File: src/rtl/rc_servo_pkg.sv
// Shared channel state type and reading-to-pulse-width scaling for the RC servo core.
package rc_servo_pkg;

  typedef enum logic [1:0] {
    IDLE,
    CHARGE,
    DONE
  } chan_state_e;

  // MIN + (reading*(MAX-MIN))>>meas_w, clamped to MAX; 64-bit product cannot overflow
  function automatic int unsigned scale_width(input int unsigned reading,
                                              input int unsigned min_p,
                                              input int unsigned max_p,
                                              input int unsigned meas_w);
    logic [63:0] prod;
    logic [63:0] w;
    prod = 64'(reading) * 64'(max_p - min_p);
    w    = 64'(min_p) + (prod >> meas_w);
    if (w > 64'(max_p)) w = 64'(max_p);
    return w[31:0];
  endfunction

endpackage

File: src/rtl/rc_servo_chan.sv
// One servo channel: comparator synchroniser, RC charge-time FSM, frame-aligned width
// register with optional slew limit, and registered PWM compare against the shared counter.
module rc_servo_chan
  import rc_servo_pkg::*;
#(
  parameter int unsigned MEAS_W      = 10,
  parameter int unsigned MIN_PULSE   = 1000,
  parameter int unsigned MAX_PULSE   = 2000,
  parameter int unsigned SYNC_STAGES = 2,
  parameter int unsigned SLEW_STEP   = 16,
  parameter int unsigned CNT_W       = 15
) (
  input  logic              clk_i,
  input  logic              reset_i,
  input  logic              enable_i,
  input  logic              comp_async_i,
  input  logic [CNT_W-1:0]  frame_cnt_i,
  output logic              chg_o,
  output logic              pwm_o,
  output logic              meas_valid_o,
  output logic [MEAS_W-1:0] meas_o,
  output logic              timeout_o
);

  localparam int unsigned      WIDTH_W = $clog2(MAX_PULSE + 1);
  localparam logic [CNT_W-1:0] TMO_CNT = CNT_W'((1 << MEAS_W) - 1);
  localparam logic [WIDTH_W-1:0] MIN_W = WIDTH_W'(MIN_PULSE);

  logic [SYNC_STAGES-1:0] sync_q;
  chan_state_e            state_q;
  logic                   chg_q, pwm_q, vld_q, tmo_q;
  logic [MEAS_W-1:0]      meas_q;
  logic [WIDTH_W-1:0]     width_q, pend_q, width_d, pend_d;
  logic [MEAS_W-1:0]      rd_d;
  logic                   at_zero, at_tmo, trip, charging, done;

  assign at_zero  = (frame_cnt_i == '0);
  assign at_tmo   = (frame_cnt_i == TMO_CNT);
  assign trip     = sync_q[SYNC_STAGES-1];
  // frame_cnt==0 counts as a charge cycle so an undischarged cap reads 0
  assign charging = at_zero || (state_q == CHARGE);
  assign done     = charging && (trip || at_tmo);
  assign rd_d     = trip ? frame_cnt_i[MEAS_W-1:0] : '1;
  assign pend_d   = WIDTH_W'(scale_width(32'(rd_d), MIN_PULSE, MAX_PULSE, MEAS_W));

  logic [WIDTH_W:0] w_x, p_x, s_x;

  always_comb begin
    w_x     = {1'b0, width_q};
    p_x     = {1'b0, pend_q};
    s_x     = (WIDTH_W + 1)'(SLEW_STEP);
    width_d = pend_q;
    if (p_x > w_x + s_x)      width_d = width_q + s_x[WIDTH_W-1:0];
    else if (w_x > p_x + s_x) width_d = width_q - s_x[WIDTH_W-1:0];
  end

  always_ff @(posedge clk_i) begin
    if (reset_i) begin
      sync_q  <= '0;
      state_q <= IDLE;
      chg_q   <= 1'b0;
      pwm_q   <= 1'b0;
      vld_q   <= 1'b0;
      tmo_q   <= 1'b0;
      meas_q  <= '0;
      pend_q  <= MIN_W;
      width_q <= MIN_W;
    end else begin
      sync_q <= {sync_q[SYNC_STAGES-2:0], comp_async_i};
      vld_q  <= 1'b0;
      if (!enable_i) begin
        state_q <= IDLE;
        chg_q   <= 1'b0;
        pwm_q   <= 1'b0;
        tmo_q   <= 1'b0;
      end else begin
        pwm_q <= (frame_cnt_i < CNT_W'(width_q));
        if (at_zero) width_q <= width_d;
        if (done) begin
          state_q <= DONE;
          chg_q   <= 1'b0;
          vld_q   <= 1'b1;
          tmo_q   <= !trip;
          meas_q  <= rd_d;
          pend_q  <= pend_d;
        end else if (charging) begin
          state_q <= CHARGE;
          chg_q   <= 1'b1;
        end
      end
    end
  end

  assign chg_o        = chg_q;
  assign pwm_o        = pwm_q;
  assign meas_valid_o = vld_q;
  assign meas_o       = meas_q;
  assign timeout_o    = tmo_q;

endmodule

File: src/rtl/rc_servo_core_multi.sv
// N-channel RC-ADC servo core: shared frame counter plus one rc_servo_chan per channel.
// Define RC_SERVO_SLEW_LIMIT_EN to limit per-frame width change to SLEW_STEP.
module rc_servo_core_multi
  import rc_servo_pkg::*;
#(
  parameter int unsigned NUM_CH       = 2,
  parameter int unsigned FRAME_CYCLES = 20000,
  parameter int unsigned MIN_PULSE    = 1000,
  parameter int unsigned MAX_PULSE    = 2000,
  parameter int unsigned MEAS_W       = 10,
  parameter int unsigned SYNC_STAGES  = 2,
  parameter int unsigned SLEW_STEP    = 16
) (
  input  logic                     clk_i,
  input  logic                     reset_i,
  input  logic                     enable_i,
  input  logic [NUM_CH-1:0]        comp_async_i,
  output logic [NUM_CH-1:0]        chg_o,
  output logic [NUM_CH-1:0]        pwm_o,
  output logic                     frame_o,
  output logic [NUM_CH-1:0]        meas_valid_o,
  output logic [NUM_CH*MEAS_W-1:0] meas_o,
  output logic [NUM_CH-1:0]        timeout_o
);

  localparam int unsigned      CNT_W    = $clog2(FRAME_CYCLES);
  localparam logic [CNT_W-1:0] CNT_LAST = CNT_W'(FRAME_CYCLES - 1);

`ifdef RC_SERVO_SLEW_LIMIT_EN
  localparam bit SLEW_EN = 1'b1;
`else
  localparam bit SLEW_EN = 1'b0;
`endif
  // A step of the full pulse range always snaps, i.e. an unlimited load
  localparam int unsigned STEP_EFF = SLEW_EN ? SLEW_STEP : (MAX_PULSE - MIN_PULSE);

  if (!(MIN_PULSE < MAX_PULSE && MAX_PULSE < FRAME_CYCLES)) begin : g_bad_pulse
    $error("rc_servo_core_multi: need MIN_PULSE < MAX_PULSE < FRAME_CYCLES");
  end
  if (2 * (1 << MEAS_W) > FRAME_CYCLES) begin : g_bad_frame
    $error("rc_servo_core_multi: need 2*(2**MEAS_W) <= FRAME_CYCLES");
  end
  if (SYNC_STAGES < 2) begin : g_bad_sync
    $error("rc_servo_core_multi: SYNC_STAGES must be >= 2");
  end

  logic [CNT_W-1:0] cnt_q, cnt_d;
  logic             frame_q;

  assign cnt_d = (cnt_q == CNT_LAST) ? '0 : cnt_q + CNT_W'(1);

  always_ff @(posedge clk_i) begin
    if (reset_i || !enable_i) begin
      cnt_q   <= '0;
      frame_q <= 1'b0;
    end else begin
      cnt_q   <= cnt_d;
      frame_q <= (cnt_q == '0);
    end
  end

  assign frame_o = frame_q;

  logic [NUM_CH-1:0][MEAS_W-1:0] meas_w;

  for (genvar c = 0; c < NUM_CH; c++) begin : g_ch
    rc_servo_chan #(
      .MEAS_W      (MEAS_W),
      .MIN_PULSE   (MIN_PULSE),
      .MAX_PULSE   (MAX_PULSE),
      .SYNC_STAGES (SYNC_STAGES),
      .SLEW_STEP   (STEP_EFF),
      .CNT_W       (CNT_W)
    ) u_chan (
      .clk_i        (clk_i),
      .reset_i      (reset_i),
      .enable_i     (enable_i),
      .comp_async_i (comp_async_i[c]),
      .frame_cnt_i  (cnt_q),
      .chg_o        (chg_o[c]),
      .pwm_o        (pwm_o[c]),
      .meas_valid_o (meas_valid_o[c]),
      .meas_o       (meas_w[c]),
      .timeout_o    (timeout_o[c])
    );
  end

  assign meas_o = meas_w;

endmodule

File: config.mk
export PLATFORM = sky130hd
export DESIGN_NAME = rc_servo_core_multi
export DESIGN_NICKNAME = d
export VERILOG_FILES = /design/src/rtl/rc_servo_pkg.sv /design/src/rtl/rc_servo_chan.sv /design/src/rtl/rc_servo_core_multi.sv
export SDC_FILE = /design/constraint.sdc
export NUM_CORES = 1
export LEC_CHECK = 0
export ABC_AREA = 0
export CAP_MARGIN = 20
export CORE_MARGIN = 2
export CORE_UTILIZATION = 40
export CTS_CLUSTER_DIAMETER = 100
export DETAILED_ROUTE_END_ITERATION = 6
export DONT_BUFFER_PORTS = 1
export GPL_TIMING_DRIVEN = 0
export SYNTH_ARGS = -nofsm -noshare
export SYNTH_HDL_FRONTEND = slang
export SYNTH_HIERARCHICAL = 1
export SYNTH_SLANG_ARGS = --single-unit
File: constraint.sdc
create_clock -name clk_i -period 16.4 [get_ports clk_i]
set_clock_uncertainty 0.05 [all_clocks]
set_input_delay 1.64 -clock clk_i [delete_from_list [all_inputs] [get_ports clk_i]]
set_output_delay 1.64 -clock clk_i [all_outputs]
set_load 0.005 [all_outputs]
==> metrics.txt, run 1 <==
# TYPE chip_impl_metric gauge
chip_impl_info{name="status",value="finished, final reports clean"} 1
chip_impl_info{name="crit-reg2reg-launch",value="g_ch[0].u_chan/sync_q[1]"} 1
chip_impl_info{name="hold_end",value="g_ch[0].u_chan/sync_q[1]"} 1
chip_impl_metric{name="initial_utilization",unit=""} 0.404
chip_impl_metric{name="min_delay_path_depth",unit=""} 1
chip_impl_metric{name="grt.met3_usage",unit=""} 0.0247
chip_impl_metric{name="die-area",unit="um2"} 26500
chip_impl_metric{name="synthArstFlopShare",unit=""} 0
chip_impl_metric{name="max-vdd-ir-drop",unit="V"} 0.0000948
chip_impl_metric{name="numPlacedInstances",unit=""} 1525
chip_impl_metric{name="power.share.clock",unit=""} 0.131
chip_impl_info{name="synth_flop_cell",value="sky130_fd_sc_hd__dfxtp_1"} 1
chip_impl_metric{name="die_height",unit="um"} 163
chip_impl_metric{name="route.final.wire_length",unit="um"} 24200
chip_impl_metric{name="post_synth_num_cell_types",unit=""} 80
chip_impl_metric{name="grtUsageTotal",unit=""} 0.189
chip_impl_metric{name="clk_path_buf_depth",unit=""} 2
chip_impl_metric{name="htree_num_levels",unit=""} 3
chip_impl_info{name="cpMaxStageDelayCell",value="sky130_fd_sc_hd__fa_1"} 1
chip_impl_metric{name="power_frac_comb",unit=""} 0.700
chip_impl_metric{name="cp.required",unit="ns"} 16.55
chip_impl_metric{name="cts_num_sinks",unit=""} 94
chip_impl_metric{name="routed_via_density",unit=""} 5.30
chip_impl_metric{name="dieWidth",unit="um"} 163
chip_impl_metric{name="min_period_over_period",unit=""} 0.408
chip_impl_metric{name="synth_edf_count",unit=""} 0
chip_impl_metric{name="cts-buffers-inserted",unit=""} 9
chip_impl_metric{name="tightestPinTransition",unit="ns"} 0.693
chip_impl_metric{name="sequential_fraction_of_the_synthesis_area",unit=""} 0.187
chip_impl_metric{name="syn-cell-area",unit="um2"} 10100
chip_impl_metric{name="dpl.hpwl",unit="um"} 19200
chip_impl_metric{name="final_layout_size_suffix_gt1_frac",unit=""} 0.0438
chip_impl_metric{name="power_frac_seq",unit=""} 0.169
chip_impl_metric{name="first_pass_iters",unit=""} 4
chip_impl_metric{name="cts_resized",unit=""} 0
chip_impl_metric{name="first_global_vias",unit=""} 8018
chip_impl_metric{name="share_of_yosys_cell_area_claimed_by_the_top_area_cell_type",unit=""} 0.187
chip_impl_metric{name="crit_path_max_fanout",unit=""} 10
chip_impl_info{name="worst_setup_path_start_kind",value="flip-flop"} 1
chip_impl_info{name="cp_cell_sequence",value="inv_1 > clkbuf_1 > nor2_1 > inv_1 > fa_1 > inv_1 > fa_1 > inv_1 > fa_1 > inv_1 > fa_1 > inv_1 > ha_1 > buf_2 > and4_1 > a2111oi_1 > nor2_1 > buf_2 > a311oi_1 > xnor2_1 > o221ai_2 > o21ai_0 > o311ai_0"} 1
chip_impl_metric{name="use_met1",unit=""} 0.254
chip_impl_metric{name="finish.cell_count_without_fillers",unit=""} 1541
chip_impl_metric{name="power.internal",unit="mW"} 0.800
chip_impl_metric{name="clk_pin_slew",unit="ns"} 0.08
chip_impl_metric{name="number_of_antenna_violations_at_the_first_check_in_global_routing",unit=""} 0
chip_impl_metric{name="avgRoutedWirePerCell",unit="um"} 15.7
chip_impl_metric{name="design.portCount",unit=""} 34
chip_impl_metric{name="final_nets",unit=""} 1415
chip_impl_metric{name="met2_usage",unit=""} 0.319
chip_impl_metric{name="max_freq",unit="MHz"} 150
chip_impl_metric{name="switching_share_of_power",unit=""} 0.490
chip_impl_info{name="worst_setup_path_end_kind",value="flip-flop"} 1
chip_impl_metric{name="number_of_hold_buffers_added_after_cts",unit=""} 0
chip_impl_metric{name="power_switching",unit="mW"} 0.767
chip_impl_info{name="synthMostInstantiatedCell",value="sky130_fd_sc_hd__inv_1"} 1
chip_impl_info{name="rsz0062_at_grt",value="no"} 1
chip_impl_metric{name="grt_first_pass_wirelength",unit="um"} 40700
chip_impl_info{name="synth.area.top_cells",value="sky130_fd_sc_hd__dfxtp_1 19%, sky130_fd_sc_hd__ha_1 18%, sky130_fd_sc_hd__fa_1 11%, sky130_fd_sc_hd__inv_1 5.7%, sky130_fd_sc_hd__xnor2_1 4.5%"} 1
chip_impl_metric{name="count_of_cells_along_the_worst_register_to_register_path",unit=""} 23
chip_impl_info{name="post_synth_most_frequent_cells",value="154 x sky130_fd_sc_hd__inv_1, 148 x sky130_fd_sc_hd__ha_1, 120 x sky130_fd_sc_hd__nor2_1, 94 x sky130_fd_sc_hd__dfxtp_1, 61 x sky130_fd_sc_hd__a21oi_1"} 1
chip_impl_metric{name="p_leak",unit="nW"} 4.71
chip_impl_metric{name="post_syn_instances",unit=""} 1195
chip_impl_info{name="worst-setup-path-type",value="reg2reg"} 1
chip_impl_metric{name="detailroute.via_count",unit=""} 8167
chip_impl_metric{name="place.gp.congestion",unit=""} 0.824
chip_impl_info{name="cpMostUsedCell",value="sky130_fd_sc_hd__inv_1"} 1
chip_impl_metric{name="critPathArrivalTime",unit="ns"} 6.84
chip_impl_metric{name="synth_seq_cells",unit=""} 94
chip_impl_metric{name="grt-ovfl-total",unit=""} 0
chip_impl_metric{name="synthesis.area_per_instance",unit="um2"} 8.43
chip_impl_metric{name="setup_tns",unit="ns"} 0
chip_impl_metric{name="dr.first_iter.drc_count",unit=""} 492
chip_impl_metric{name="max_cap_viol_count",unit=""} 0
chip_impl_info{name="hp-class",value="reg2reg"} 1
chip_impl_metric{name="antennaDiodeCount",unit=""} 0
chip_impl_metric{name="clock_latency",unit="ns"} 0.34
chip_impl_info{name="tritoncts",value="built"} 1
chip_impl_metric{name="power-per-cell-area",unit="nW/um2"} 145
chip_impl_metric{name="synth_fp_nets",unit=""} 1404
chip_impl_metric{name="setup_viol_count_final",unit=""} 0
chip_impl_info{name="clk_tree_root_cell",value="sky130_fd_sc_hd__clkbuf_16"} 1
chip_impl_metric{name="reg2reg_slack",unit="ns"} 9.72
chip_impl_metric{name="flow.area_growth_from_synthesis",unit="%"} 6.90
chip_impl_metric{name="io_buffer_count",unit=""} 0
chip_impl_metric{name="finalCriticalPeriod",unit="ns"} 6.68
chip_impl_metric{name="drt_drc_violations_left",unit=""} 0
chip_impl_metric{name="final_antenna_net_count",unit=""} 0
chip_impl_metric{name="final_max_slew_viol_count",unit=""} 0
chip_impl_metric{name="crit_path_max_incr_delay",unit="ns"} 0.58
chip_impl_metric{name="rel_slew_slack",unit=""} 0.537
chip_impl_metric{name="core_region",unit="um2"} 25000
chip_impl_metric{name="pin_count_of_the_biggest_net_entering_global_routing",unit=""} 18
chip_impl_info{name="worst_r2r_endpoint",value="g_ch[0].u_chan/pend_q[0]"} 1
chip_impl_metric{name="final-hold-violation-count",unit=""} 0
chip_impl_info{name="grt.busiest_layer",value="met2"} 1
chip_impl_metric{name="rows",unit=""} 58
chip_impl_metric{name="post_cts.repair.setup_buffers",unit=""} 0
chip_impl_metric{name="yosys_warning_total",unit=""} 6
chip_impl_metric{name="num-fill-cells",unit=""} 2532
chip_impl_info{name="synth_top_cell_by_area",value="sky130_fd_sc_hd__dfxtp_1"} 1
chip_impl_info{name="min-delay-start",value="g_ch[0].u_chan/sync_q[0]"} 1
-- flip-flops by register name, summed over array words and instances (netlist names) --
signal	count
g_ch.u_chan/timeout_o	2
g_ch.u_chan/sync_q	4
g_ch.u_chan/width_q	22
g_ch.u_chan/pend_q	22
g_ch.u_chan/chg_o	2
cnt_q	15
g_ch.u_chan/meas_o	20
g_ch.u_chan/pwm_o	2
frame_o	1
g_ch.u_chan/state_q	2
g_ch.u_chan/meas_valid_o	2
-- kinds of logic (layout without fill, tap and decap cells) --
family | Yosys count | after routing | share of synthesized area
xor gates and xnor gates | 75 | 75 | 0.0667
and+or+nand+nor | 354 | 354 | 0.176
DFF | 94 | 94 | 0.187
AOI/OAI and AO/OA | 249 | 249 | 0.176
buffers and inverters | 193 | 209 | 0.0734
adders and majority gates | 204 | 204 | 0.295
muxes | 26 | 26 | 0.0262
-- critical path: cells and delay by family, from the launching register on --
kind            cells  cell delay (ns)
simple gates        3             0.87
compound gates      5             1.41
fa+ha+maj           5             2.32
buf+inv             9             1.15
xor+xnor            1             0.28
flops               1             0.45
-- layout make-up --
type / instances / area, um2 / area share
clock inverters: 6 / 53.8 / 0.00499
multi-input cells: 908 / 7460 / 0.692
well taps: 330 / 413 / 0.0383
plain buffers: 37 / 154 / 0.0143
flip-flops and latches: 94 / 1880 / 0.175
inverters: 156 / 586 / 0.0543
clock buffers: 10 / 229 / 0.0213
-- layer usage --
metal	wire (um)	part of all wire
met4	427	0.018
met1	11600	0.48
met3	761	0.031
met2	11400	0.47
met5	0	0
-- per-stage QoR --
step	instance area, um2	power [mW]	util	setup slack, ns	hold WS (ns)
2_1_floorplan	10100	1.15	-	10.63	0.364
3_3_place_gp	10500	1.35	0.420	9.77	0.368
3_5_place_dp	10500	1.36	0.420	9.74	0.386
4_1_cts	10800	1.57	0.432	9.69	0.392
5_1_grt	10800	1.73	0.432	9.29	0.409
6_report	10800	1.57	0.432	9.72	0.390
-- cell usage in the layout, fill, tap and decap left out, drive strengths merged, types with 29 or more instances in the layout --
cell type,count
o21ai,43
xnor2,52
nor2,120
a211oi,33
a21oi,63
inv,159
clkbuf,38
fa,56
nand3,29
ha,148
dfxtp,94
nand2,56
-- worst max path at each step --
stage                        startpoint                        to  slack [ns]
2_1_floorplan  g_ch[1].u_chan/sync_q[1]  g_ch[1].u_chan/pend_q[0]       10.63
3_3_place_gp   g_ch[0].u_chan/sync_q[1]  g_ch[0].u_chan/pend_q[0]        9.77
3_5_place_dp   g_ch[0].u_chan/sync_q[1]  g_ch[0].u_chan/pend_q[0]        9.74
4_1_cts        g_ch[0].u_chan/sync_q[1]  g_ch[0].u_chan/pend_q[0]        9.69
5_1_grt        g_ch[0].u_chan/sync_q[1]  g_ch[0].u_chan/pend_q[1]        9.29
6_report       g_ch[0].u_chan/sync_q[1]  g_ch[0].u_chan/pend_q[0]        9.72
-- power by group through the flow --
stage | clock network (mW) | logic [mW] | registers [mW]
final | 0.205 | 1.10 | 0.265
after global routing | 0.217 | 1.24 | 0.267
after CTS | 0.210 | 1.10 | 0.264
after detailed placement | 0 | 1.09 | 0.270
after global placement | 0 | 1.08 | 0.269
after floorplan | 0 | 0.887 | 0.262
(Power assumes the default switching activity.)
==> run 2, diff against run 1 <==
==> constraint.sdc (replaced) <==
create_clock -name clk_i -period 6.16 [get_ports clk_i]
set_clock_uncertainty 0.05 [all_clocks]
set_input_delay 0.616 -clock clk_i [delete_from_list [all_inputs] [get_ports clk_i]]
set_output_delay 0.616 -clock clk_i [all_outputs]
set_load 0.005 [all_outputs]
==> metrics.txt, run 2 (synthesized netlist as in run 1, its figures left out) <==
# TYPE chip_impl_metric gauge
chip_impl_info{name="status",value="finished, final reports clean"} 1
chip_impl_metric{name="rows",unit=""} 58
chip_impl_info{name="cpMaxStageDelayCell",value="sky130_fd_sc_hd__fa_1"} 1
chip_impl_metric{name="finish.cell_count_without_fillers",unit=""} 1549
chip_impl_metric{name="avgRoutedWirePerCell",unit="um"} 15.8
chip_impl_metric{name="detailroute.via_count",unit=""} 8231
chip_impl_metric{name="grt_first_pass_wirelength",unit="um"} 41000
chip_impl_metric{name="number_of_hold_buffers_added_after_cts",unit=""} 0
chip_impl_metric{name="num-fill-cells",unit=""} 2496
chip_impl_metric{name="clk_pin_slew",unit="ns"} 0.08
chip_impl_info{name="cp_top_family",value="adder cells"} 1
chip_impl_metric{name="timing.critical_path.depth",unit=""} 22
chip_impl_metric{name="flow.area_growth_from_synthesis",unit="%"} 9.34
chip_impl_metric{name="first_global_vias",unit=""} 8053
chip_impl_info{name="crit-reg2reg-launch",value="g_ch[1].u_chan/sync_q[1]"} 1
chip_impl_metric{name="finalCriticalPeriod",unit="ns"} 5.90
chip_impl_info{name="worst_r2r_endpoint",value="g_ch[1].u_chan/pend_q[7]"} 1
chip_impl_metric{name="pin_count_of_the_biggest_net_entering_global_routing",unit=""} 18
chip_impl_metric{name="p_leak",unit="nW"} 4.79
chip_impl_metric{name="routed_via_density",unit=""} 5.31
chip_impl_metric{name="rel_slew_slack",unit=""} 0.513
chip_impl_metric{name="cp.required",unit="ns"} 6.33
chip_impl_metric{name="max-vdd-ir-drop",unit="V"} 0.000229
chip_impl_info{name="most-common-layout-cells",value="149 x sky130_fd_sc_hd__inv_1, 147 x sky130_fd_sc_hd__ha_1, 105 x sky130_fd_sc_hd__nor2_1"} 1
chip_impl_metric{name="tightestPinTransition",unit="ns"} 0.729
chip_impl_info{name="worst_setup_path_start_kind",value="flip-flop"} 1
chip_impl_metric{name="drt_drc_violations_left",unit=""} 0
chip_impl_metric{name="min_delay_path_depth",unit=""} 1
chip_impl_info{name="leading_cell_type_in_the_layout_fill_and_taps_excluded",value="sky130_fd_sc_hd__inv_1"} 1
chip_impl_metric{name="post_route_core_utilization",unit=""} 0.441
chip_impl_metric{name="setup_tns",unit="ns"} 0
chip_impl_metric{name="grt-ovfl-total",unit=""} 0
chip_impl_metric{name="clock_latency",unit="ns"} 0.34
chip_impl_metric{name="placement.setup.worst_slack",unit="ns"} -0.497
chip_impl_metric{name="design.portCount",unit=""} 34
chip_impl_metric{name="max_freq",unit="MHz"} 169
chip_impl_metric{name="final_ws_setup",unit="ns"} 0.256
chip_impl_metric{name="clk_path_buf_depth",unit=""} 2
chip_impl_metric{name="numPlacedInstances",unit=""} 1525
chip_impl_metric{name="count_of_cells_along_the_worst_register_to_register_path",unit=""} 22
chip_impl_metric{name="final-hold-violation-count",unit=""} 0
chip_impl_metric{name="crit_path_max_incr_delay",unit="ns"} 0.51
chip_impl_metric{name="final_antenna_net_count",unit=""} 0
chip_impl_info{name="clk_tree_root_cell",value="sky130_fd_sc_hd__clkbuf_16"} 1
chip_impl_metric{name="max_cap_viol_count",unit=""} 0
chip_impl_metric{name="grtUsageTotal",unit=""} 0.190
chip_impl_metric{name="place.gp.congestion",unit=""} 0.824
chip_impl_info{name="worst-setup-path-type",value="reg2reg"} 1
chip_impl_metric{name="die_height",unit="um"} 163
chip_impl_metric{name="cts_num_sinks",unit=""} 94
chip_impl_metric{name="crit_buf_inv",unit=""} 7
chip_impl_metric{name="number_of_antenna_violations_at_the_first_check_in_global_routing",unit=""} 0
chip_impl_metric{name="critPathArrivalTime",unit="ns"} 6.07
chip_impl_metric{name="antennaDiodeCount",unit=""} 0
chip_impl_metric{name="first_pass_iters",unit=""} 5
chip_impl_metric{name="min_period_over_period",unit=""} 0.959
chip_impl_metric{name="dpl.hpwl",unit="um"} 19200
chip_impl_metric{name="final_layout_size_suffix_gt1_frac",unit=""} 0.0804
chip_impl_info{name="min-delay-start",value="reset_i"} 1
chip_impl_metric{name="route.final.wire_length",unit="um"} 24500
chip_impl_metric{name="final_nets",unit=""} 1423
chip_impl_metric{name="sequential_cell_area",unit="um2"} 1890
chip_impl_metric{name="crit_path_max_fanout",unit=""} 7
chip_impl_info{name="tritoncts",value="built"} 1
chip_impl_info{name="hold_end",value="g_ch[0].u_chan/width_q[6]"} 1
chip_impl_info{name="hp-class",value="in2reg"} 1
chip_impl_metric{name="final_max_slew_viol_count",unit=""} 0
chip_impl_metric{name="reg2reg_slack",unit="ns"} 0.26
chip_impl_metric{name="multi_input_area",unit="um2"} 7610
chip_impl_metric{name="setup_viol_count_final",unit=""} 0
chip_impl_metric{name="initial_utilization",unit=""} 0.404
chip_impl_metric{name="power-per-cell-area",unit="nW/um2"} 398
chip_impl_info{name="cp_cell_sequence",value="clkinvlp_4 > buf_12 > nor2_4 > clkinvlp_4 > fa_1 > inv_1 > fa_1 > inv_1 > fa_1 > inv_1 > fa_1 > inv_1 > ha_1 > and2_1 > a311oi_2 > xnor2_2 > ha_4 > or3_1 > o21ai_0 > o311ai_1 > xnor2_1 > o21ai_1"} 1
chip_impl_metric{name="htree_num_levels",unit=""} 3
chip_impl_metric{name="core_region",unit="um2"} 25000
chip_impl_metric{name="io_buffer_count",unit=""} 0
chip_impl_metric{name="die-area",unit="um2"} 26500
chip_impl_metric{name="cts-buffers-inserted",unit=""} 9
chip_impl_metric{name="dr.first_iter.drc_count",unit=""} 476
chip_impl_metric{name="whs",unit="ns"} 0.341
chip_impl_info{name="worst_setup_path_end_kind",value="flip-flop"} 1
chip_impl_metric{name="dieWidth",unit="um"} 163
[run 2: worst max-delay path by stage]
stage	startpoint	endpoint	slack [ns]
finish	g_ch[1].u_chan/sync_q[1]	g_ch[1].u_chan/pend_q[7]	0.26
global route	g_ch[0].u_chan/sync_q[1]	g_ch[0].u_chan/pend_q[1]	-0.0009
CTS	g_ch[1].u_chan/sync_q[1]	g_ch[1].u_chan/pend_q[0]	0.00001
detailed placement	g_ch[0].u_chan/sync_q[1]	g_ch[0].u_chan/pend_q[0]	-0.50
global placement	g_ch[0].u_chan/sync_q[1]	g_ch[0].u_chan/pend_q[0]	-0.47
floorplan	g_ch[1].u_chan/sync_q[1]	g_ch[1].u_chan/pend_q[0]	0.39
[run 2: area by class of cell]
class | count | area share
Tap cell | 330 | 0.0375
Timing Repair Buffer | 9 | 0.00727
Multi-Input combinational cell | 908 | 0.691
Clock buffer | 10 | 0.0208
Clock inverter | 6 | 0.00488
Sequential cell | 94 | 0.171
Inverter | 156 | 0.0538
Buffer | 36 | 0.0137
[run 2: repair_timing]
item | 4_1_cts | 5_1_grt
resized for setup | 28 | 22
setup buffers | 5 | 4
endpoints found under the setup margin | 17 | 13
pin swaps | 4 | 3
[run 2: per-layer routing]
layer | up-vias | GRT usage | wire length, um
met2 | 119 | 0.319 | 11500
met1 | 3897 | 0.257 | 11700
met3 | 26 | 0.0247 | 770
li1 | 4189 | - | -
met5 | - | 0 | 0
met4 | 0 | 0.0539 | 466
[run 2: where the power goes]
part / leakage, nW / switching, mW / internal, mW
logic: 3.88 / 1.81 / 1.32
registers: 0.766 / 0.0582 / 0.647
clock network: 0.136 / 0.266 / 0.282
[run 2: per-stage QoR]
step / power, mW / area [um2]
2_1_floorplan: 3.06 / 10100
3_3_place_gp: 3.58 / 10500
3_5_place_dp: 3.61 / 10500
4_1_cts: 4.23 / 10900
5_1_grt: 4.81 / 11000
6_report: 4.38 / 11000
==> run 3, diff against run 2 <==
--- a/config.mk
+++ b/config.mk
@@ -13,6 +13,8 @@
 export DETAILED_ROUTE_END_ITERATION = 6
 export DONT_BUFFER_PORTS = 1
 export GPL_TIMING_DRIVEN = 0
+export PLACE_DENSITY = 0.53
+export SETUP_SLACK_MARGIN = 0.1
 export SYNTH_ARGS = -nofsm -noshare
 export SYNTH_HDL_FRONTEND = slang
 export SYNTH_HIERARCHICAL = 1
==> metrics.txt, run 3 (synthesized netlist as in run 1, its figures left out) <==
# TYPE chip_impl_metric gauge
chip_impl_metric{name="pin_count_of_the_biggest_net_entering_global_routing",unit=""} 19
chip_impl_metric{name="crit_path_max_incr_delay",unit="ns"} 0.54
chip_impl_metric{name="dr.first_iter.drc_count",unit=""} 364
chip_impl_metric{name="p_leak",unit="nW"} 4.87
chip_impl_metric{name="final_ws_setup",unit="ns"} 0.409
chip_impl_metric{name="final_max_slew_viol_count",unit=""} 0
chip_impl_metric{name="max_cap_viol_count",unit=""} 0
chip_impl_info{name="cp_cell_sequence",value="inv_1 > buf_4 > nor2_4 > inv_2 > fa_1 > inv_1 > fa_1 > inv_1 > fa_1 > inv_1 > fa_1 > inv_1 > ha_1 > buf_2 > and4_1 > a21o_1 > a21oi_1 > a221o_2 > o31a_1 > o221ai_4 > o21ai_0 > o311ai_0"} 1
chip_impl_metric{name="final_antenna_net_count",unit=""} 0
chip_impl_metric{name="power-per-cell-area",unit="nW/um2"} 410
chip_impl_metric{name="route.final.wire_length",unit="um"} 25200
chip_impl_info{name="cpMostUsedCell",value="sky130_fd_sc_hd__inv_1"} 1
chip_impl_info{name="worst_setup_path_start_kind",value="flip-flop"} 1
chip_impl_metric{name="routed_via_density",unit=""} 5.28
chip_impl_metric{name="final-hold-violation-count",unit=""} 0
chip_impl_metric{name="io_buffer_count",unit=""} 0
chip_impl_info{name="hp-class",value="in2reg"} 1
chip_impl_metric{name="clock_latency",unit="ns"} 0.35
chip_impl_metric{name="die_height",unit="um"} 163
chip_impl_metric{name="number_of_antenna_violations_at_the_first_check_in_global_routing",unit=""} 0
chip_impl_metric{name="rel_slew_slack",unit=""} 0.497
chip_impl_metric{name="first_pass_iters",unit=""} 6
chip_impl_info{name="cp_top_family",value="adder cells"} 1
chip_impl_metric{name="finish.cell_count_without_fillers",unit=""} 1563
chip_impl_metric{name="max-vdd-ir-drop",unit="V"} 0.000282
chip_impl_info{name="worst_setup_path_end_kind",value="flip-flop"} 1
chip_impl_metric{name="min_period_over_period",unit=""} 0.934
chip_impl_info{name="clk_tree_root_cell",value="sky130_fd_sc_hd__clkbuf_16"} 1
chip_impl_metric{name="initial_utilization",unit=""} 0.404
chip_impl_info{name="status",value="finished, final reports clean"} 1
chip_impl_metric{name="detailroute.via_count",unit=""} 8251
chip_impl_metric{name="place.gp.congestion",unit=""} 0.826
chip_impl_info{name="cpMaxStageDelayCell",value="sky130_fd_sc_hd__fa_1"} 1
chip_impl_info{name="tritoncts",value="built"} 1
chip_impl_metric{name="cts_num_sinks",unit=""} 94
chip_impl_metric{name="rows",unit=""} 58
chip_impl_metric{name="drt_drc_violations_left",unit=""} 0
chip_impl_metric{name="grt-ovfl-total",unit=""} 0
chip_impl_metric{name="final_nets",unit=""} 1437
chip_impl_metric{name="numPlacedInstances",unit=""} 1525
chip_impl_info{name="leading_cell_type_in_the_layout_fill_and_taps_excluded",value="sky130_fd_sc_hd__inv_1"} 1
chip_impl_metric{name="setup_viol_count_final",unit=""} 0
chip_impl_metric{name="layout.cell_area.non_filler",unit="um2"} 11200
chip_impl_metric{name="clk_path_buf_depth",unit=""} 2
chip_impl_metric{name="cp.required",unit="ns"} 6.34
chip_impl_metric{name="die-area",unit="um2"} 26500
chip_impl_metric{name="htree_num_levels",unit=""} 3
chip_impl_metric{name="crit_buf_inv",unit=""} 8
chip_impl_metric{name="cts-buffers-inserted",unit=""} 9
chip_impl_metric{name="core_region",unit="um2"} 25000
chip_impl_metric{name="grt_first_pass_wirelength",unit="um"} 42100
chip_impl_metric{name="post_dp_cell_area",unit="um2"} 10500
chip_impl_metric{name="dieWidth",unit="um"} 163
chip_impl_metric{name="max_freq",unit="MHz"} 174
chip_impl_metric{name="first_global_vias",unit=""} 7952
chip_impl_info{name="rsz0062_at_grt",value="yes"} 1
chip_impl_metric{name="finalCriticalPeriod",unit="ns"} 5.75
chip_impl_metric{name="flow.area_growth_from_synthesis",unit="%"} 11.1
chip_impl_metric{name="design.portCount",unit=""} 34
chip_impl_metric{name="dpl.hpwl",unit="um"} 19600
chip_impl_metric{name="tightestPinTransition",unit="ns"} 0.754
chip_impl_metric{name="antennaDiodeCount",unit=""} 0
chip_impl_metric{name="placement.setup.worst_slack",unit="ns"} -0.453
chip_impl_info{name="worst-setup-path-type",value="reg2reg"} 1
chip_impl_metric{name="whs",unit="ns"} 0.331
chip_impl_info{name="most-common-layout-cells",value="146 x sky130_fd_sc_hd__inv_1, 145 x sky130_fd_sc_hd__ha_1, 105 x sky130_fd_sc_hd__nor2_1"} 1
chip_impl_metric{name="clk_pin_slew",unit="ns"} 0.08
chip_impl_metric{name="avgRoutedWirePerCell",unit="um"} 16.1
chip_impl_metric{name="crit_path_max_fanout",unit=""} 10
chip_impl_metric{name="final_layout_size_suffix_gt1_frac",unit=""} 0.0989
chip_impl_metric{name="post_route_core_utilization",unit=""} 0.448
chip_impl_metric{name="number_of_hold_buffers_added_after_cts",unit=""} 0
chip_impl_metric{name="critPathArrivalTime",unit="ns"} 5.93
chip_impl_metric{name="grtUsageTotal",unit=""} 0.198
==> run 3: per-layer routing <==
| layer | GRT usage | routed length, um | vias to the layer above |
|---|---|---|---|
| li1 | - | - | 4215 |
| met3 | 0.0270 | 878 | 19 |
| met5 | 0 | 0 | - |
| met1 | 0.288 | 12700 | 3902 |
| met2 | 0.309 | 11300 | 115 |
| met4 | 0.0519 | 337 | 0 |
==> run 3: report_power, final <==
group	internal, mW	leakage [nW]	switching, mW
clock network	0.297	0.149	0.277
registers	0.647	0.767	0.0585
logic	1.41	3.96	1.90
total	2.36	4.87	2.23
==> run 3: what timing repair did <==
| action | 4_1_cts | 5_1_grt |
|---|---|---|
| resized for setup | 34 | 36 |
| endpoints found under the setup margin | 18 | 17 |
| gates cloned | 0 | 0 |
| buffers inserted | 3 | 19 |
| pin swaps | 4 | 13 |
| endpoints found under the hold margin | 0 | 0 |
==> run 3: worst register-to-register path: cells and delay by family, from the launching register on <==
family                   cells  cell delay, ns
adder cells (fa/ha/maj)      5            2.27
flip-flops                   1            0.40
buffers and inverters        8            0.74
AND/OR/NAND/NOR              2            0.48
AO/OA/AOI/OAI                7            1.70
==> run 3: stage by stage <==
stage                     TNS (ns)  total power [mW]
final                            0              4.59
after global routing             0              5.04
after CTS                        0              4.32
after detailed placement     -4.45              3.65
after global placement       -4.24              3.64
after floorplan                  0              3.06
==> run 3: worst paths after layout <==
check / startpoint / to / slack [ns] / cells after the start
setup / recovery: g_ch[0].u_chan/sync_q[1] / g_ch[0].u_chan/pend_q[1] / 0.41 / 22
hold / removal: reset_i / g_ch[0].u_chan/width_q[6] / 0.33 / 1
setup reg to reg: g_ch[0].u_chan/sync_q[1] / g_ch[0].u_chan/pend_q[1] / 0.41 / 22
hold reg to reg: g_ch[0].u_chan/sync_q[0] / g_ch[0].u_chan/sync_q[1] / 0.39 / 1
==> run 3: layout make-up <==
type,instances,area (um2)
plain buffers,37,161
clock buffers,10,239
clock inverters,6,60.1
fillers,2551,13800
inverters,156,597
multi-input cells,908,7670
flip-flops and latches,94,1890
well taps,330,413
repair buffers,22,165
==> RTL edit, RTL diff (config.mk and constraints of run 3) <==
Register the output `meas_o`; this adds one clock of latency there. The other outputs are not delayed to match.
--- a/src/rtl/rc_servo_core_multi.sv
+++ b/src/rtl/rc_servo_core_multi.sv
@@ -33,6 +33,8 @@
 `endif
   // A step of the full pulse range always snaps, i.e. an unlimited load
   localparam int unsigned STEP_EFF = SLEW_EN ? SLEW_STEP : (MAX_PULSE - MIN_PULSE);
+
+  logic [NUM_CH*MEAS_W-1:0] meas_d;
 
   if (!(MIN_PULSE < MAX_PULSE && MAX_PULSE < FRAME_CYCLES)) begin : g_bad_pulse
     $error("rc_servo_core_multi: need MIN_PULSE < MAX_PULSE < FRAME_CYCLES");
@@ -85,7 +87,11 @@
     );
   end
 
-  assign meas_o = meas_w;
+  assign meas_d = meas_w;
+
+  always_ff @(posedge clk_i) begin
+    meas_o <= meas_d;
+  end
 
 endmodule
 
Function: changed (a bounded check fails within 4 cycles, from zero or initial values and one cycle with reset_i high).
==> RTL edit against run 3 <==
Sequential cell count rose by 20; die area is 4.0% higher; cell area rose by 5.4%; routed wire length grew 2.4%; worst hold slack worse by 0.060 ns; fmax shrank 0.87%; synthesized area increased by 4.1%; total power is 13% higher; setup slack got worse by 0.050 ns; first-iteration DRC count increased by 24%; via count up 2.2%.
==> RTL edit: results (changes against run 3) <==
Maximum VDD drop -> 0.000259 V (was 0.000282 V)
CP endpoint -> g_ch[0].u_chan/pend_q[7]$_SDFFE_PP1P_ (was g_ch[0].u_chan/pend_q[1]$_SDFFE_PP0P_)
Cell Area, Placed -> 10900 um^2 (was 10500 um^2)
Async SR Flop Fraction -> 0% (unchanged)
Hold WS -> 0.271 ns (was 0.331 ns)
Largest net degree at the start of global routing -> 18 (was 19)
First-pass detailed-route iteration total -> 5 (was 6)
CTS Buf Count -> 17 (was 9)
Min-Delay Endpoint -> g_ch[0].u_chan/meas_valid_o$_SDFF_PP0_ (was g_ch[0].u_chan/width_q[6]$_SDFFE_PP1P_)
FF-to-FF path depth -> 21 (was 22)
Slew @ Worst Pin -> 0.834 ns (was 0.754 ns)
Layout cell share with drive strength beyond 1 -> 10.5% (was 9.89%)
Clock-pin slew on the worst setup and hold paths -> 0.06 ns (was 0.08 ns)
Worst reg2reg setup slack -> 0.36 ns (was 0.41 ns)
NetSw -> 0.00235 W (was 0.00223 W)
Fillers -> 2604 (was 2551)
GP Congestion -> 0.852 (was 0.826)
Post-synth top cells -> 151 x inv_1, 148 x ha_1, 120 x nor2_1 (was 154 x inv_1, 148 x ha_1, 120 x nor2_1)
Lkg Pwr -> 5.08 nW (was 4.87 nW)
Fin crit period -> 5.80 ns (was 5.75 ns)
Wire per inst -> 16.2 um (was 16.1 um)
Via density -> 5.31 (was 5.28)
Syn Nets -> 1418 (was 1404)
CP Max Fanout -> 17 (was 10)
Syn. warnings -> 6 (unchanged)
H-tree Lvls -> 4 (was 3)
Total track usage -> 18.7% (was 19.8%)
Clock latency on the worst-skew pair -> 0.41 ns (was 0.35 ns)
DRT iter0 DRCs -> 453 (was 364)
Pre-CTS setup slack -> -0.649 ns (was -0.453 ns)
Largest cells by area after synthesis -> dfxtp_1 22%, ha_1 18%, fa_1 11% (was dfxtp_1 19%, ha_1 18%, fa_1 11%)
Arr. time, crit path -> 6.03 ns (was 5.93 ns)
Post-synth cell types -> 82 (was 80)
RR Startpoint -> cnt_q[0]$_SDFF_PP0_ (was g_ch[0].u_chan/sync_q[1]$_SDFF_PP0_)
Vias in the first global route -> 8131 (was 7952)
Max Root-Sink Buffers -> 2 (unchanged)
Seq/Total Area, Yosys -> 21.8% (was 18.7%)
Hold Crit Class -> input port to flop (unchanged)
Max incr delay on CP -> 0.58 ns (was 0.54 ns)
Post-DP HPWL -> 19.9 mm (was 19.6 mm)
Global-route wire length before repair -> 42.3 mm (was 42.1 mm)
CP max-delay cell -> dfxtp_2 (was fa_1)
Status -> completed (unchanged)
-- RTL edit: worst reg2reg max path, cell delays in order (launching register included) --
cell and delay, ns:
dfxtp_2 0.58, xnor2_1 0.15, nor2_1 0.25, ha_1 0.31, fa_1 0.51, inv_1 0.05, fa_1 0.48, fa_1 0.51
inv_1 0.05, ha_1 0.31, or3b_4 0.42, a21o_1 0.26, a21oi_4 0.18, nor2_1 0.07, ha_1 0.21, clkbuf_4 0.20
or2_2 0.31, nor3_1 0.14, and3_1 0.19, a2111oi_2 0.06, xnor2_1 0.26, o21ai_0 0.11
-- RTL edit: what timing repair did --
action,CTS,global route
pin swaps,4,10
hold buffers,0,0
gates resized for setup,40,30
buffers inserted,3,10
endpoints found under the setup margin,17,15
-- RTL edit: metal layers --
layer  routed length, um  track usage, %
met1               13200            26.8
met4                 274            4.08
met3                 766            3.15
met5                   0               0
met2               11600            29.7
-- RTL edit: per-stage QoR --
step / cells / util (%)
2_1_floorplan: 1209 / -
3_3_place_gp: 1544 / 42.1
3_5_place_dp: 1544 / 42.1
4_1_cts: 1577 / 44.8
5_1_grt: 1587 / 45.6
6_report: 1587 / 45.6
-- RTL edit: cell type report --
class	instances	area share (%)
buffer	40	1.54
clock buffer	17	3.60
clock inverter	14	1.11
inverter	152	4.90
multi-input combinational	902	65.0
sequential	114	19.4
tap	335	3.55
timing repair buffer	13	0.933
-- RTL edit: logic make-up (layout without fill, tap and decap cells) --
logic type	count (synthesis)	count (layout)	share of synthesized area (%)
DFF	114	114	21.8
AOI/OAI and AO/OA	251	251	17.2
muxes	20	20	1.94
adders and majority gates	204	204	28.3
buffers and inverters	193	236	7.10
and+or+nand+nor	348	348	16.9
xor gates and xnor gates	79	79	6.81
-- RTL edit: power groups by stage --
stage | sequential (W) | combinational (W) | clock, W
floorplan | 0.000828 | 0.00252 | 0
global placement | 0.000851 | 0.00307 | 0
detailed placement | 0.000851 | 0.00308 | 0
CTS | 0.000835 | 0.00319 | 0.000953
global route | 0.000842 | 0.00380 | 0.000988
finish | 0.000835 | 0.00342 | 0.000936
